$ cat src/rtl/ex_muldiv_unit.sv
// Iterative radix-2 multiply/divide unit for the EX stage; owns HI/LO and
// requests a front-end stall while a HI/LO consumer waits on a busy operation.
module ex_muldiv_unit #(
  parameter int unsigned WIDTH = 32,
  parameter int unsigned CNT_W = 6
) (
  input  logic             clk,
  input  logic             reset,
  input  logic             md_start,
  input  logic [2:0]       md_op,
  input  logic [WIDTH-1:0] md_rs,
  input  logic [WIDTH-1:0] md_rt,
  input  logic             hilo_use,
  input  logic             cancel,
  output logic             busy,
  output logic             stall_req,
  output logic [WIDTH-1:0] hi,
  output logic [WIDTH-1:0] lo,
  output logic             md_done
);

  localparam logic [2:0] OP_MULT  = 3'b001;
  localparam logic [2:0] OP_MULTU = 3'b010;
  localparam logic [2:0] OP_DIV   = 3'b011;
  localparam logic [2:0] OP_DIVU  = 3'b100;
  localparam logic [2:0] OP_MTHI  = 3'b101;
  localparam logic [2:0] OP_MTLO  = 3'b110;

  typedef enum logic [1:0] {S_IDLE, S_CALC, S_FIX} state_e;

  state_e             state_q, state_d;
  logic [CNT_W-1:0]   cnt_q, cnt_d;
  logic [2*WIDTH-1:0] acc_q, acc_d;
  logic [WIDTH-1:0]   op_q, op_d;
  logic [WIDTH-1:0]   hi_q, hi_d, lo_q, lo_d;
  logic               is_div_q, is_div_d;
  logic               neg_q, neg_d, neg_rem_q, neg_rem_d, dz_q, dz_d;
  logic               done_q, done_d, busy_q, busy_d;

  logic               is_mul, is_div_op, is_signed, accept;
  logic [WIDTH-1:0]   rs_abs, rt_abs, quo, rem;
  logic [WIDTH:0]     mul_sum, rem_sh, rem_diff;
  logic [2*WIDTH-1:0] prod_fix;

  // Operand decode, magnitudes and the per-iteration datapath
  always_comb begin
    is_mul    = (md_op == OP_MULT) || (md_op == OP_MULTU);
    is_div_op = (md_op == OP_DIV)  || (md_op == OP_DIVU);
    is_signed = (md_op == OP_MULT) || (md_op == OP_DIV);
    accept    = (state_q == S_IDLE) && md_start && !cancel && (is_mul || is_div_op);
    rs_abs    = (is_signed && md_rs[WIDTH-1]) ? -md_rs : md_rs;
    rt_abs    = (is_signed && md_rt[WIDTH-1]) ? -md_rt : md_rt;
    mul_sum   = {1'b0, acc_q[2*WIDTH-1:WIDTH]} + (acc_q[0] ? {1'b0, op_q} : {(WIDTH+1){1'b0}});
    rem_sh    = acc_q[2*WIDTH-1:WIDTH-1];
    rem_diff  = rem_sh - {1'b0, op_q};
    prod_fix  = neg_q ? -acc_q : acc_q;
    quo       = acc_q[WIDTH-1:0];
    rem       = acc_q[2*WIDTH-1:WIDTH];
  end

  // Next-state and HI/LO update
  always_comb begin
    state_d   = state_q;
    cnt_d     = cnt_q;
    acc_d     = acc_q;
    op_d      = op_q;
    hi_d      = hi_q;
    lo_d      = lo_q;
    is_div_d  = is_div_q;
    neg_d     = neg_q;
    neg_rem_d = neg_rem_q;
    dz_d      = dz_q;
    done_d    = 1'b0;

    case (state_q)
      S_IDLE: begin
        if (accept) begin
          state_d   = S_CALC;
          cnt_d     = CNT_W'(WIDTH);
          op_d      = is_mul ? rs_abs : rt_abs;
          acc_d     = is_mul ? {{WIDTH{1'b0}}, rt_abs} : {{WIDTH{1'b0}}, rs_abs};
          is_div_d  = is_div_op;
          neg_d     = is_signed && (md_rs[WIDTH-1] ^ md_rt[WIDTH-1]);
          neg_rem_d = is_signed && md_rs[WIDTH-1];
          dz_d      = is_div_op && (md_rt == '0);
        end else if (md_start && !cancel) begin
          if (md_op == OP_MTHI) hi_d = md_rs;
          if (md_op == OP_MTLO) lo_d = md_rs;
        end
      end
      S_CALC: begin
        cnt_d = cnt_q - CNT_W'(1);
        if (is_div_q) begin
          if (!rem_diff[WIDTH]) acc_d = {rem_diff[WIDTH-1:0], acc_q[WIDTH-2:0], 1'b1};
          else                  acc_d = {rem_sh[WIDTH-1:0], acc_q[WIDTH-2:0], 1'b0};
        end else begin
          acc_d = {mul_sum, acc_q[WIDTH-1:1]};
        end
        if (cnt_q == CNT_W'(1)) state_d = S_FIX;
      end
      S_FIX: begin
        state_d = S_IDLE;
        done_d  = 1'b1;
        if (is_div_q) begin
          // Divide by zero keeps the all-ones quotient unsigned-looking
          lo_d = dz_q ? {WIDTH{1'b1}} : (neg_q ? -quo : quo);
          hi_d = neg_rem_q ? -rem : rem;
        end else begin
          hi_d = prod_fix[2*WIDTH-1:WIDTH];
          lo_d = prod_fix[WIDTH-1:0];
        end
      end
      default: state_d = S_IDLE;
    endcase

    // Exception abort wins over any HI/LO write in flight
    if (cancel && (state_q != S_IDLE)) begin
      state_d = S_IDLE;
      cnt_d   = '0;
      hi_d    = hi_q;
      lo_d    = lo_q;
      done_d  = 1'b0;
    end

    busy_d = (state_d != S_IDLE);
  end

  always_ff @(posedge clk or posedge reset) begin
    if (reset) begin
      state_q   <= S_IDLE;
      cnt_q     <= '0;
      acc_q     <= '0;
      op_q      <= '0;
      hi_q      <= '0;
      lo_q      <= '0;
      is_div_q  <= 1'b0;
      neg_q     <= 1'b0;
      neg_rem_q <= 1'b0;
      dz_q      <= 1'b0;
      done_q    <= 1'b0;
      busy_q    <= 1'b0;
    end else begin
      state_q   <= state_d;
      cnt_q     <= cnt_d;
      acc_q     <= acc_d;
      op_q      <= op_d;
      hi_q      <= hi_d;
      lo_q      <= lo_d;
      is_div_q  <= is_div_d;
      neg_q     <= neg_d;
      neg_rem_q <= neg_rem_d;
      dz_q      <= dz_d;
      done_q    <= done_d;
      busy_q    <= busy_d;
    end
  end

  assign busy      = busy_q;
  assign stall_req = busy_q & hilo_use;
  assign hi        = hi_q;
  assign lo        = lo_q;
  assign md_done   = done_q;

endmodule

$ cat config.mk
export PLATFORM = sky130hd
export DESIGN_NAME = ex_muldiv_unit
export DESIGN_NICKNAME = d
export VERILOG_FILES = /design/src/rtl/ex_muldiv_unit.sv
export SDC_FILE = /design/constraint.sdc
export NUM_CORES = 1
export LEC_CHECK = 0
export CAP_MARGIN = 25
export CELL_PAD_IN_SITES_DETAIL_PLACEMENT = 0
export CELL_PAD_IN_SITES_GLOBAL_PLACEMENT = 1
export CORE_ASPECT_RATIO = 0.5
export CORE_MARGIN = 1
export CORE_UTILIZATION = 40
export DETAILED_ROUTE_END_ITERATION = 8
export PLACE_DENSITY_LB_ADDON = 0.1
export SETUP_SLACK_MARGIN = 0.1
export SYNTH_ARGS = -nofsm -noshare
export SYNTH_HDL_FRONTEND = slang
export SYNTH_SLANG_ARGS = --single-unit
$ cat constraint.sdc
create_clock -name clk -period 5.39 [get_ports clk]
set_input_delay 1.078 -clock clk [delete_from_list [all_inputs] [get_ports clk]]
set_output_delay 1.078 -clock clk [all_outputs]
set_load 0.01 [all_outputs]
==> metrics.txt, run 1 <==
clock share of power=0.123; synth-to-layout area growth=16.6%; leading register cell type out of synthesis=sky130_fd_sc_hd__dfrtp_1; maximum frequency from static timing analysis=244 MHz; Resize count post-CTS=0; number of buffers inserted by hold repair at cts=0; final total negative setup slack=0 ps; worst endpoint required time=5760 ps; Setup Crit Path Kind=reg2reg; area used by multi-input combinational logic=9880 um^2; DRT antenna net count=0; synthesized-area fraction occupied by adder cells=0.0614; Post-CTS Repair Setup Buffers=0; sum of overflow across all layers after global routing=0; clock tree skew after final layout=16.4 ps; maximum number of buffers from clock root to sink=2; RSZ-0062 raised after global routing=false; power per standard cell area=627 nW/um^2; antenna violations before repair=1; setup violation total in the final timing report=0; max-slew violation count=0; TritonCTS clock tree=done; Clock transition at path regs=80 ps; design area=17400 um^2; relative max-transition margin=0.315; most area-consuming cells after synthesis=sky130_fd_sc_hd__dfrtp_1 29%, sky130_fd_sc_hd__xnor2_1 7.1%, sky130_fd_sc_hd__o21ai_0 6.9%; logic gate share of total power=0.627; cells after synthesis=1913; R2R Setup Slk=1300 ps; violated checks=design-rule violations; transition time of the tightest slew-check pin=1020 ps; half-perimeter wire length after detailed placement=44300 um; clk sink count=174; post-layout worst setup margin=1300 ps; worst setup slack before clock tree synthesis=1030 ps; global-route total usage across every layer=0.301; share of total power consumed by net switching=0.496; Tmin final=4090 ps; synth cell count leaders=217 x sky130_fd_sc_hd__nand2_1, 205 x sky130_fd_sc_hd__o21ai_0, 174 x sky130_fd_sc_hd__dfrtp_1, 172 x sky130_fd_sc_hd__nor2_1, 156 x sky130_fd_sc_hd__a21oi_1; count of endpoints failing hold in the final timing report=0; Synth async-reset ratio=1.00; via count=14900; sequential cell area in the final layout=4360 um^2; Leak=0.00716 uW; cell taking the most area after synthesis=sky130_fd_sc_hd__dfrtp_1; worst hold slack=481 ps; first-pass GRT wire length=86600 um; pin count of the biggest net entering global routing=98; fraction of the mapped netlist area in compound gates=0.268; vias in the first global route=14000; number of buffer cells added on primary ports=138; placed inst area=16800 um^2; total I/O pin count=139; total power=10900 uW; Post-Syn Area per Cell=7.80 um^2; fraction of the cycle the final worst path needs=0.759; Wirelength per Cell=22.8 um; Avg Vias per Cell=5.99; number of flops mapped to enable cells by yosys=0; worst hold-check path type=reg2reg; number of distinct standard cells referenced by the synthesized netlist=75; drt first pass iters=7; simple logic cell fraction of the synthesized area=0.189; maximum vdd drop=231 uV; horizontal die dimension=275 um; cts bufs inserted=17; FILL cells=3653; Syn Std Cell Area=14900 um^2; max capacitance violation total=0; Die H=139 um; Core Area=36300 um^2; Critical Path Source Type=register; part of the Yosys area used for sequential elements=0.292; Placement Rows=49; xor and xnor area share after synthesis=0.102; Routability Congestion=0.928; floorplan die area=38100 um^2; Internal Dissipation=5500 uW; switching pwr=5410 uW; Synth Register Bits=174; clock insertion delay at the later pin of the skew report=460 ps; largest family of logic cells by synthesized area=compound AO/OA/AOI/OAI gates; drc violations=4; most numerous cell in the Yosys netlist=sky130_fd_sc_hd__nand2_1; Nets=2132; warning count from the yosys run=0; multiplexer share of the synthesized area=0.0371; status=finished, violations left; type of element capturing the critical path=register; fraction of layout instances using a drive strength above 1=0.0470; initial cell density of the core=0.411; Root Driver=sky130_fd_sc_hd__clkbuf_16; number of nets in the synthesized netlist=2057; arrival time of data at the critical path endpoint=4460 ps; Initial DRC Count=1572; area share of the largest cell type after synthesis=0.292; largest fanout of any net on the critical path=14; Seq pwr share=0.250; detailed-route wire length=56700 um; H-tree Lvls=4
## power groups by stage
stage               registers [uW]  logic (uW)  clock network (uW)
global placement              2750        6740                   0
floorplan                     2470        4730                   0
detailed placement            2750        6740                   0
CTS                           2720        6780                1350
global route                  2810        7530                1400
finish                        2730        6840                1340
## routing by layer
| metal | up-vias | GRT usage | wire length [um] |
|---|---|---|---|
| met5 | - | 0 | 13 |
| met4 | 2 | 0.0657 | 857 |
| met3 | 47 | 0.0557 | 3950 |
| met2 | 481 | 0.443 | 24400 |
| met1 | 7293 | 0.452 | 27500 |
| li1 | 7080 | - | - |
## flip-flops by register name, indices dropped and copies added (netlist names), 2 cells and up
| name | flops |
|---|---|
| op_q | 32 |
| hi | 32 |
| acc_q | 64 |
| cnt_q | 6 |
| lo | 32 |
| state_q | 2 |
## worst max-delay path: stages (launching register included)
cell and delay (ps):
sky130_fd_sc_hd__dfrtp_1 380, sky130_fd_sc_hd__inv_1 470, sky130_fd_sc_hd__nor2_1 120, sky130_fd_sc_hd__ha_1 420
sky130_fd_sc_hd__nand3_1 230, sky130_fd_sc_hd__nor3_1 220, sky130_fd_sc_hd__o311ai_0 260, sky130_fd_sc_hd__a311oi_1 730
sky130_fd_sc_hd__a21oi_1 240, sky130_fd_sc_hd__o21ai_0 360, sky130_fd_sc_hd__nor3b_1 240, sky130_fd_sc_hd__o22ai_1 110
sky130_fd_sc_hd__a41oi_1 200
## path summary, 6_finish.rpt
check                          from        end  cells past startpoint
setup / recovery           acc_q[0]  acc_q[63]                     12
hold / removal               hi[14]     hi[14]                      1
setup reg to reg           acc_q[0]  acc_q[63]                     12
hold reg to reg              hi[14]     hi[14]                      1
max in group asynchronous     reset   op_q[25]                      3
min in group asynchronous     reset     hi[24]                      2
## kinds of logic (layout without fill, tap and decap cells)
family	after synthesis	count (layout)
buf+inv	189	277
flops	174	174
fa+ha+maj	72	72
other cells	0	2
mux	55	55
compound gates	651	651
simple gates	599	599
xor+xnor	173	173
## cell type report
cell class	count	area share
Clock buffer	20	0.0257
Timing Repair Buffer	171	0.0957
Clock inverter	12	0.00863
Tap cell	484	0.0348
Sequential cell	174	0.250
Multi-Input combinational cell	1550	0.568
Antenna cell	2	0.000288
Inverter	74	0.0162
## through the flow
step,cells,utilization
global route,2485,0.479
global placement,2449,0.461
floorplan,1913,-
detailed placement,2450,0.462
CTS,2482,0.478
finish,2487,0.479
## layout by cell type, fill, tap and decap left out, drive strengths merged, types with 33 or more instances in the layout
master / Yosys / routed
a211oi: 40 / 40
a21oi: 156 / 156
buf: 21 / 33
clkdlybuf4s50: 0 / 138
dfrtp: 174 / 174
ha: 70 / 70
inv: 74 / 79
mux2i: 53 / 53
nand2: 217 / 217
nor2: 172 / 172
nor3: 46 / 46
o211ai: 34 / 34
o21ai: 210 / 210
o22ai: 36 / 36
xnor2: 122 / 122
xor2: 51 / 51
Power figures use the tool's default switching activity.
==> run 2, diff against run 1 <==
- clock period: 5.39 -> 3.9 ns (I/O delays scaled with it)
==> metrics.txt, run 2 (synthesis gave the netlist of run 1 again) <==
first-pass GRT wire length=89800 um (+3.6%); worst hold-check path type=reg2reg; status=finished, violations left; logic gate share of total power=0.658 (+0.031); number of buffer cells added on primary ports=138 (unchanged); type of element capturing the critical path=register; maximum number of buffers from clock root to sink=2 (unchanged); worst setup slack before clock tree synthesis=-39.2 ps (-1070 ps); vias in the first global route=14300 (+2.0%); Tmin final=3770 ps; floorplan die area=38100 um^2 (unchanged); arrival time of data at the critical path endpoint=4130 ps (-330 ps); Routability Congestion=0.976 (+5.2%); initial cell density of the core=0.411 (unchanged); Initial DRC Count=1625 (+3.4%); Die H=139 um (unchanged); clk sink count=174 (unchanged); Clock transition at path regs=80 ps (about the same); violated checks=design-rule violations; CP max stage delay=770 ps (+40 ps); worst endpoint required time=4260 ps (-1500 ps); Nets=2228 (+4.5%); number of buffers inserted by hold repair at cts=0 (unchanged); setup violation total in the final timing report=0 (unchanged); pin count of the biggest net entering global routing=74 (-24%); Seq pwr share=0.227 (-0.023); largest fanout of any net on the critical path=6 (-8); Placement Rows=49 (unchanged); power per standard cell area=866 nW/um^2 (+38%); detailed-route wire length=59900 um (+5.6%); Post-CTS Repair Setup Buffers=0 (unchanged); Core Area=36300 um^2 (unchanged); max-slew violation count=0 (unchanged); via count=15400 (+3.2%); clock insertion delay at the later pin of the skew report=470 ps (about the same); synth-to-layout area growth=21.8%; max capacitance violation total=0 (unchanged); TritonCTS clock tree=done; relative max-transition margin=0.299 (-0.0170); antenna violations before repair=2 (+1); cts bufs inserted=17 (unchanged); worst hold slack=481 ps (+0.274 ps); transition time of the tightest slew-check pin=1050 ps (+25.4 ps); sum of overflow across all layers after global routing=0 (unchanged); drt first pass iters=7 (unchanged); H-tree Lvls=4 (unchanged); clock tree skew after final layout=13.0 ps (-3.41 ps); fraction of the cycle the final worst path needs=0.966; FILL cells=3614 (-1.1%); Setup Crit Path Kind=in2reg; Leak=0.00765 uW (+6.8%); cell family with the largest share of critical-path delay=simple AND/OR/NAND/NOR gates; cell at the slowest stage of the critical path=sky130_fd_sc_hd__nor3_1; horizontal die dimension=275 um (unchanged); number of buffers and inverters on the critical path=1 (unchanged); Root Driver=sky130_fd_sc_hd__clkbuf_16; maximum vdd drop=402 uV (+74%); Internal Dissipation=8010 uW (+46%); total I/O pin count=139 (unchanged); DRT antenna net count=0 (unchanged); Critical Path Source Type=primary input; post-layout worst setup margin=132 ps (-1170 ps); count of endpoints failing hold in the final timing report=0 (unchanged); global-route total usage across every layer=0.316 (+0.0156); most frequent cells in the layout=216 x sky130_fd_sc_hd__nand2_1, 205 x sky130_fd_sc_hd__o21ai_0, 173 x sky130_fd_sc_hd__dfrtp_1, 171 x sky130_fd_sc_hd__nor2_1, 155 x sky130_fd_sc_hd__a21oi_1; most common cell after layout, fill and taps aside=sky130_fd_sc_hd__nand2_1; Avg Vias per Cell=5.95 (-0.68%); Wirelength per Cell=23.2 um (+1.7%); share of total power consumed by net switching=0.491 (-0.00496); placed insts=2549 (+4.0%); maximum frequency from static timing analysis=265 MHz; clock share of power=0.115 (-0.008); drc violations=4 (unchanged); largest reg by FF count=acc_q; final total negative setup slack=0 ps (unchanged); switching pwr=7710 uW (+43%); sequence of cells on the critical path=clkdlybuf4s50_1 -> or4_1 -> nor3_1 -> and2_0 -> and2_1 -> a21oi_1 -> xor2_1 -> o21ai_0 -> a221oi_1; RSZ-0062 raised after global routing=false; fraction of layout instances using a drive strength above 1=0.0916 (+0.0446); Finished Layout Cells=2583 (+3.9%); max FFs per register=64 (unchanged); half-perimeter wire length after detailed placement=47600 um (+7.3%); total power=15700 uW (+44%)
run 2: final timing paths:
path                       startpoint   endpoint  slack [ps]  cells past startpoint
max                         md_rs[11]  acc_q[25]         130                      9
min                            hi[16]     hi[16]         480                      1
max reg2reg                  op_q[17]  acc_q[50]         320                     10
min reg2reg                    hi[16]     hi[16]         480                      1
max in group asynchronous       reset   is_div_q        2270                      3
min in group asynchronous       reset     hi[22]         770                      2
run 2: repair_timing:
action,4_1_cts,5_1_grt
resized for setup,0,3
hold endpoints to repair,0,0
endpoints found under the setup margin,0,3
run 2: final cells by class:
type	instances	area [um^2]	share of cell area
multi-input combinational	1550	9900	0.545
sequential	174	4360	0.240
timing repair buffer	267	2440	0.134
tap	484	606	0.0333
clock buffer	21	460	0.0253
inverter	74	282	0.0155
clock inverter	11	120	0.00661
antenna	2	5.00	0.000276
run 2: stage by stage:
step	area, um^2	utilization
floorplan	14900	-
global placement	17600	0.484
detailed placement	17600	0.484
CTS	18100	0.500
global route	18200	0.500
finish	18200	0.500
run 2: power by group through the flow:
stage / Clock, uW / Combinational, uW / Sequential (uW)
final: 1800 / 10400 / 3570
after global routing: 1890 / 11300 / 3670
after global placement: 0 / 10200 / 3580
after CTS: 1820 / 10200 / 3560
after detailed placement: 0 / 10200 / 3590
after floorplan: 0 / 6540 / 3420
run 2: metal layers:
layer / vias to the layer above / routed length (um) / GRT usage
met5: - / 10 / 0
met4: 2 / 1370 / 0.0861
met3: 75 / 5650 / 0.0897
met2: 589 / 24700 / 0.442
met1: 7432 / 28200 / 0.468
li1: 7275 / - / -
==> run 3, diff against run 2 <==
- SLEW_MARGIN: unset -> 20
- clock period: 3.9 -> 3.4 ns (I/O delays scaled with it)
==> metrics.txt, run 3 (synthesis gave the netlist of run 1 again) <==
maximum vdd drop=413 uV (+2.6%); RSZ-0062 raised after global routing=true; count of endpoints failing hold in the final timing report=0 (unchanged); setup violation total in the final timing report=0 (unchanged); half-perimeter wire length after detailed placement=49200 um (+3.5%); switching pwr=9220 uW (+20%); type of element capturing the critical path=register; Tmin final=3250 ps; Setup Crit Path Kind=in2reg; synth-to-layout area growth=29.3%; drt first pass iters=8 (+1); max capacitance violation total=0 (unchanged); transition time of the tightest slew-check pin=915 ps (-135 ps); number of buffers inserted by hold repair at cts=0 (unchanged); Placement Rows=49 (unchanged); fraction of the cycle the final worst path needs=0.954; share of total power consumed by net switching=0.483 (-0.00715); maximum frequency from static timing analysis=308 MHz; clk sink count=174 (unchanged); drc violations=4 (unchanged); DRT antenna net count=0 (unchanged); worst endpoint required time=3760 ps (-500 ps); worst hold-check path type=reg2reg; CP max stage delay=500 ps (-270 ps); largest fanout of any net on the critical path=4 (-2); global-route total usage across every layer=0.320 (+0.00350); clock insertion delay at the later pin of the skew report=470 ps (about the same); horizontal die dimension=275 um (unchanged); Die H=139 um (unchanged); clock share of power=0.113 (-0.002); vias in the first global route=14800 (+3.6%); Critical Path Source Type=primary input; antenna violations before repair=3 (+1); Nets=2348 (+5.4%); power per standard cell area=989 nW/um^2 (+14%); fraction of layout instances using a drive strength above 1=0.157 (+0.0659); number of buffer cells added on primary ports=138 (unchanged); most frequent cells in the layout=240 x sky130_fd_sc_hd__buf_4, 215 x sky130_fd_sc_hd__nand2_1, 198 x sky130_fd_sc_hd__o21ai_0, 173 x sky130_fd_sc_hd__dfrtp_1, 170 x sky130_fd_sc_hd__nor2_1; most common cell after layout, fill and taps aside=sky130_fd_sc_hd__buf_4; clock tree skew after final layout=13.2 ps (+0.226 ps); FILL cells=3559 (-1.5%); Initial DRC Count=1654 (+1.8%); sequence of cells on the critical path=clkdlybuf4s50_1 -> nor3_4 -> nand2_1 -> nor4_1 -> buf_4 -> nor2b_1 -> and2_1 -> a21oi_1 -> xor2_1 -> o21ai_0 -> a221oi_1; logic gate share of total power=0.677 (+0.019); floorplan die area=38100 um^2 (unchanged); relative max-transition margin=0.390 (+0.0914); max FFs per register=64 (unchanged); arrival time of data at the critical path endpoint=3600 ps (-530 ps); Avg Vias per Cell=5.83 (-2.1%); initial cell density of the core=0.411 (unchanged); post-layout worst setup margin=155 ps (+22.3 ps); Routability Congestion=1.05 (+8.1%); sum of overflow across all layers after global routing=0 (unchanged); R2R Setup Slk=230 ps (-90 ps); pin count of the biggest net entering global routing=65 (-12%); via count=15800 (+2.5%); cts bufs inserted=17 (unchanged); worst hold slack=484 ps (+2.56 ps); status=finished, violations left; largest reg by FF count=acc_q; H-tree Lvls=4 (unchanged); Clock transition at path regs=90 ps (about the same); Internal Dissipation=9850 uW (+23%); Root Driver=sky130_fd_sc_hd__clkbuf_16; Leak=0.00832 uW (+8.7%); detailed-route wire length=61100 um (+2.0%); maximum number of buffers from clock root to sink=2 (unchanged); first-pass GRT wire length=91700 um (+2.1%); Core Area=36300 um^2 (unchanged); TritonCTS clock tree=done; placed insts=2666 (+4.6%); Seq pwr share=0.210 (-0.017); Wirelength per Cell=22.6 um (-2.6%); Finished Layout Cells=2704 (+4.7%); total I/O pin count=139 (unchanged); worst setup slack before clock tree synthesis=-356 ps (-317 ps); max-slew violation count=0 (unchanged); cell at the slowest stage of the critical path=sky130_fd_sc_hd__clkdlybuf4s50_1; violated checks=design-rule violations
run 3: timing repair:
| action | CTS | global route |
|---|---|---|
| setup buffers | 0 | 3 |
| endpoints found under the setup margin | 23 | 36 |
| resized for setup | 9 | 52 |
| pin swaps | 0 | 11 |
run 3: cell type report:
class	instances	area, um^2	area share
Clock buffer	17	425	0.0221
Tap cell	484	606	0.0314
Timing Repair Buffer	387	3350	0.174
Clock inverter	15	196	0.0102
Inverter	74	282	0.0146
Multi-Input combinational cell	1550	10100	0.522
Sequential cell	174	4360	0.226
Antenna cell	3	7.51	0.000389
run 3: path summary, 6_finish.rpt:
check                           from        end  depth (start not counted)
min in group asynchronous      reset     hi[17]                          2
hold / removal                hi[25]     hi[25]                          2
max in group asynchronous      reset  acc_q[56]                          3
setup / recovery           md_rs[15]  acc_q[25]                         11
setup reg to reg            acc_q[0]  acc_q[51]                         17
hold reg to reg               hi[25]     hi[25]                          2
run 3: metrics by stage:
stage | util | area (um^2) | total power (uW) | TNS [ps]
floorplan | - | 14900 | 11400 | 0
global placement | 0.508 | 18400 | 16300 | -3150
detailed placement | 0.508 | 18400 | 16400 | -3930
CTS | 0.526 | 19100 | 18600 | 0
global route | 0.531 | 19300 | 20300 | 0
finish | 0.532 | 19300 | 19100 | 0
run 3: per-layer routing:
metal  wire length (um)  global-route usage  up-vias
met4                953              0.0631        4
li1                   -                   -     7533
met2              25000               0.448      569
met1              29000               0.479     7590
met3               6020              0.0918       61
met5                132              0.0226        -
run 3: critical path: cells and delay by family:
| kind | cells | cell delay [ps] |
|---|---|---|
| AND/OR/NAND/NOR | 5 | 1350 |
| buffers and inverters | 2 | 720 |
| AO/OA/AOI/OAI | 3 | 510 |
| XOR/XNOR | 1 | 330 |
run 3: power by group through the flow:
stage / Clock [uW] / Combinational (uW) / Sequential [uW]
global placement: 0 / 12300 / 4020
detailed placement: 0 / 12300 / 4040
global route: 2270 / 14000 / 4130
CTS: 2180 / 12400 / 4000
floorplan: 0 / 7500 / 3920
finish: 2160 / 12900 / 4010
==> RTL change 1 (flow settings as in run 1) <==
The parameter `CNT_W` goes from 6 to 12.
--- a/src/rtl/ex_muldiv_unit.sv
+++ b/src/rtl/ex_muldiv_unit.sv
@@ -2,7 +2,7 @@
 // requests a front-end stall while a HI/LO consumer waits on a busy operation.
 module ex_muldiv_unit #(
   parameter int unsigned WIDTH = 32,
-  parameter int unsigned CNT_W = 6
+  parameter int unsigned CNT_W = 12
 ) (
   input  logic             clk,
   input  logic             reset,
Formal check against the unedited RTL: no difference found for any inputs over 4 cycles, from zero or initial values and one cycle with reset high; that may be too few to reach the edited logic, so the function may still have changed.
==> RTL change 1 against run 1 <==
Total power is 13% lower; sequential cell count rose by 6; utilization is 0.67 points lower; design area up 2.0%; worst setup slack better by 0.058 ns; synthesized cell count rose by 3.2%; cell count is 2.3% higher; sequential power is 3% lower; via count down 0.58%; wire length down 1.9%; largest cell class unchanged; global-route usage shrank 1.6 points; clock skew down 0.0035 ns; count of clock-buffer cells in the layout fell by 2; synthesized area increased by 2.6%.
==> RTL change 1: results (changes against run 1) <==
Fin. Hold Viols=0 (unchanged); GRT Util Overall=28.5% (-1.6 points); diodes inserted=0 (-2); post-CTS setup buffer count=0 (unchanged); 1st-iter DRT viols=1493 (-5.0%); first-pass GRT wire length=84.4 mm (-2.6%); HPWL after detailed placement=42.6 mm (-3.9%); Ys Warns=0 (unchanged); worst path arrival time=4.41 ns (-0.05 ns); placed cell areas=17100 um^2 (+2.2%); Fin Setup TNS=0 ns (unchanged); maximum vdd ir drop=231 uV (-0.39%); first-pass iteration count of the detailed router=8 (+1); post-synth net total=2118 (+3.0%); post-synthesis sequential area ratio=29.5% (+0.26 points); top post-synthesis cells by count=nand2_1, o21ai_0, dfrtp_1, a21oi_1, nor2_1; hold depth=2 (+1); antenna violations before repair=0 (-1); routability-driven placement congestion ratio=0.988 (+6.5%); relative slew slack=23.9% (-7.7 points); fillcell total=3875 (+6.1%); critical path class=flop to flop; H-tree Lvls=4 (unchanged); IO buf count=138 (unchanged); Worst Path Max Fanout=15 (+1); FFs w/ async S/R, synth=100% (unchanged); nets=2181 (+2.3%); max FFs per register=64 (unchanged); share of cells above drive strength 1=4.68% (-0.015 points); R2R Path End=acc_q[62]; Worst-Skew Late Latency=0.47 ns; Clock Skews=0.0129 ns (-0.00348 ns); Synth area leaders=dfrtp_1, o21ai_0, xnor2_1; largest net degree at the start of global routing=164 (+67%); clk slew on worst S/H paths=0.08 ns (about the same); via count=14800 (-0.58%); predominant post-synthesis flop cell=dfrtp_1; r2r setup slk=1.36 ns (+0.06 ns); Routed WL=55.7 mm (-1.9%); Distinct cells, synth=78 (+4.0%); Most flops, register=acc_q; vias in the first global route=13300 (-4.9%); total CTS buffers=17 (unchanged); min-delay worst type=flop to flop; Worst Min Path Start=lo[3]; status=completed; Lkg Pwr=7.53 nW (+5.1%); Worst R2R Path Depth=14 (+2); maxcap violations=0 (unchanged)
## RTL change 1: metal layers
metal / vias to the layer above / GRT usage (%) / wire length, um
met1: 7046 / 47.4 / 30000
met3: 38 / 5.10 / 3940
met4: 0 / 4.71 / 613
met2: 493 / 36.9 / 21200
met5: - / 0 / 0
li1: 7239 / - / -
## RTL change 1: report_power, final
group          internal, mW  leakage, nW  switching (mW)
sequential             1.88         2.25           0.763
clock                 0.625        0.284           0.683
combinational          2.39         5.00            3.16
total                  4.89         7.53            4.61
## RTL change 1: critical path: stages (launching register included)
cell       delay [ns]
dfrtp_1          0.38
inv_1            0.44
buf_4            0.29
nor2_1           0.07
ha_1             0.36
and3_1           0.22
nand2_1          0.06
or4b_1           0.52
a31oi_1          0.38
a311o_1          0.24
a21o_1           0.22
mux2i_1          0.10
a2111oi_0        0.44
a211oi_1         0.11
o31ai_1          0.10
## RTL change 1: stage by stage
stage,hold slack [ns],util [%],std cells,setup slack (ns)
after floorplan,0.442,-,1974,1.91
after global placement,0.460,45.6,2511,1.04
after detailed placement,0.469,45.6,2511,0.999
after CTS,0.487,47.2,2543,1.39
after global routing,0.501,47.2,2544,1.02
final,0.481,47.2,2544,1.36
## RTL change 1: cells by family (layout without fill, tap and decap cells)
group	count (synthesis)	after routing	share of synthesized area, %
compound gates	690	690	27.6
xor+xnor	171	171	9.79
fa+ha+maj	72	72	5.99
buf+inv	195	271	4.94
flops	180	180	29.5
mux	60	60	3.95
simple gates	606	606	18.3
## RTL change 1: layout make-up
cell class              instances  area [um^2]  share of cell area, %
well taps                     494          618                   3.49
clock buffers                  18          429                   2.42
clock inverters                14          156                  0.882
multi-input cells            1599        10100                   57.0
flip-flops and latches        180         4510                   25.4
inverters                      71          270                   1.52
repair buffers                168         1650                   9.31
## RTL change 1: how the worst min path moves through the flow
stage	to	slack [ns]
after floorplan	cnt_q[11]	0.44
after global placement	lo[12]	0.46
after detailed placement	lo[11]	0.47
after CTS	lo[11]	0.49
after global routing	lo[3]	0.50
final	lo[3]	0.48
==> RTL change 2 (flow settings as in run 1) <==
Without the edit above. The 3 states of `state_e` get a one-hot encoding in 3 bits.
--- a/src/rtl/ex_muldiv_unit.sv
+++ b/src/rtl/ex_muldiv_unit.sv
@@ -26,7 +26,7 @@
   localparam logic [2:0] OP_MTHI  = 3'b101;
   localparam logic [2:0] OP_MTLO  = 3'b110;
 
-  typedef enum logic [1:0] {S_IDLE, S_CALC, S_FIX} state_e;
+  typedef enum logic [2:0] {S_IDLE = 3'b001, S_CALC = 3'b010, S_FIX = 3'b100} state_e;
 
   state_e             state_q, state_d;
   logic [CNT_W-1:0]   cnt_q, cnt_d;
Formal check against the unedited RTL: same outputs for any inputs over 4 cycles, from zero or initial values and one cycle with reset high; so few cycles prove little.
==> RTL change 2 against run 1 <==
Design area shrank 0.29%; synthesized cell count shrank 1.0%; non-clock buffer count shrank 3; utilization shrank 0.057 points; worst setup slack lost 0.35 ns; wire length shrank 3.3%; sequential cell count grew 1; synthesized area shrank 0.35%; critical endpoint is now acc_q[48].
Power is not compared: it rests on default switching activity, and its combinational part moved more than twofold at a synthesized area within 25%.
==> RTL change 2: results (changes against run 1) <==
post-synth net total=2037 (-0.97%); Synth-to-Final Area Change=16.7% (about the same); Buffers excl. clock=168 (-1.8%); routability-driven placement congestion ratio=0.917 (-1.1%); sequential cell area share=25.3% (+0.22 points); Core ar.=36200 um^2 (-0.17%); Worst R2R Path Depth=13 (+1); Mapped Avg Cell Area=7.85 um^2 (+0.70%); multi-input logic area=9800 um^2 (-0.82%); GRT Util Overall=29.1% (-0.94 points); final worst setup slack=0.953 ns (-0.347 ns); Clock Skews=0.0138 ns (-0.00257 ns); post-synthesis sequential area ratio=29.5% (+0.28 points); vias in the first global route=13800 (-1.8%); worst hold slack=0.485 ns (+0.00406 ns); status=completed; hold endpoint=hi[6]; CLK BUF=17 (-15%); DP Worst Slack=0.988 ns (-0.0417 ns); drt wl/cell=22.4 um (-2.0%); top post-synthesis cells by count=nand2_1, o21ai_0, dfrtp_1, nor2_1, a21oi_1; HPWL after detailed placement=41.2 mm (-7.2%); clock-cell share of area=3.59% (+0.16 points); Worst Path Max Fanout=13 (-1); relative slew slack=33.6% (+2.1 points); Synth area leaders=dfrtp_1, xnor2_1, o21ai_0; Worst Min Path Start=hi[6]; r2r setup slk=0.95 ns (-0.35 ns); diodes inserted=1 (-1); TritonCTS Sinks=175 (+0.57%); multi-input gate count=1526 (-1.5%); Non-CTS inverters=69 (-6.8%); nets=2101 (-1.5%); Signal buf overhead=9.60% (+0.028 points); Worst setup startpoint=acc_q[32]; placed cell count=2422 (-1.1%)
## RTL change 2: cell count changes after synthesis, moves of 15 or more
cell / change
nand3_1: +27
a21oi_1: -15
and3_1: +16
o221ai_1: +27
a211oi_1: -24
nor2_1: -15
o21ai_1: +19
o211ai_1: -27
## RTL change 2: logic make-up after synthesis
logic type      synth area share [%]
fa+ha+maj                       6.16
buf+inv                         4.92
mux                             4.87
compound gates                  25.1
flops                           29.5
xor+xnor                        10.4
simple gates                    19.0
## RTL change 2: per-layer routing
layer	global-route usage, %	up-vias	wire length, um
met5	0	-	0
met4	5.44	0	587
met3	4.69	44	3640
met2	39.7	461	22000
met1	47.1	7066	28700
li1	-	6968	-
## RTL change 2: worst max-delay path: stages (launching register included)
cell,delay (ns)
dfrtp_1,0.53
inv_1,0.17
fa_1,0.48
nand2b_1,0.21
a21o_1,0.20
a211o_1,0.29
a2111oi_0,0.50
o2111ai_1,0.19
a21oi_2,0.34
xor2_4,0.48
buf_4,0.29
mux2_2,0.35
a22oi_1,0.15
o21ai_0,0.10
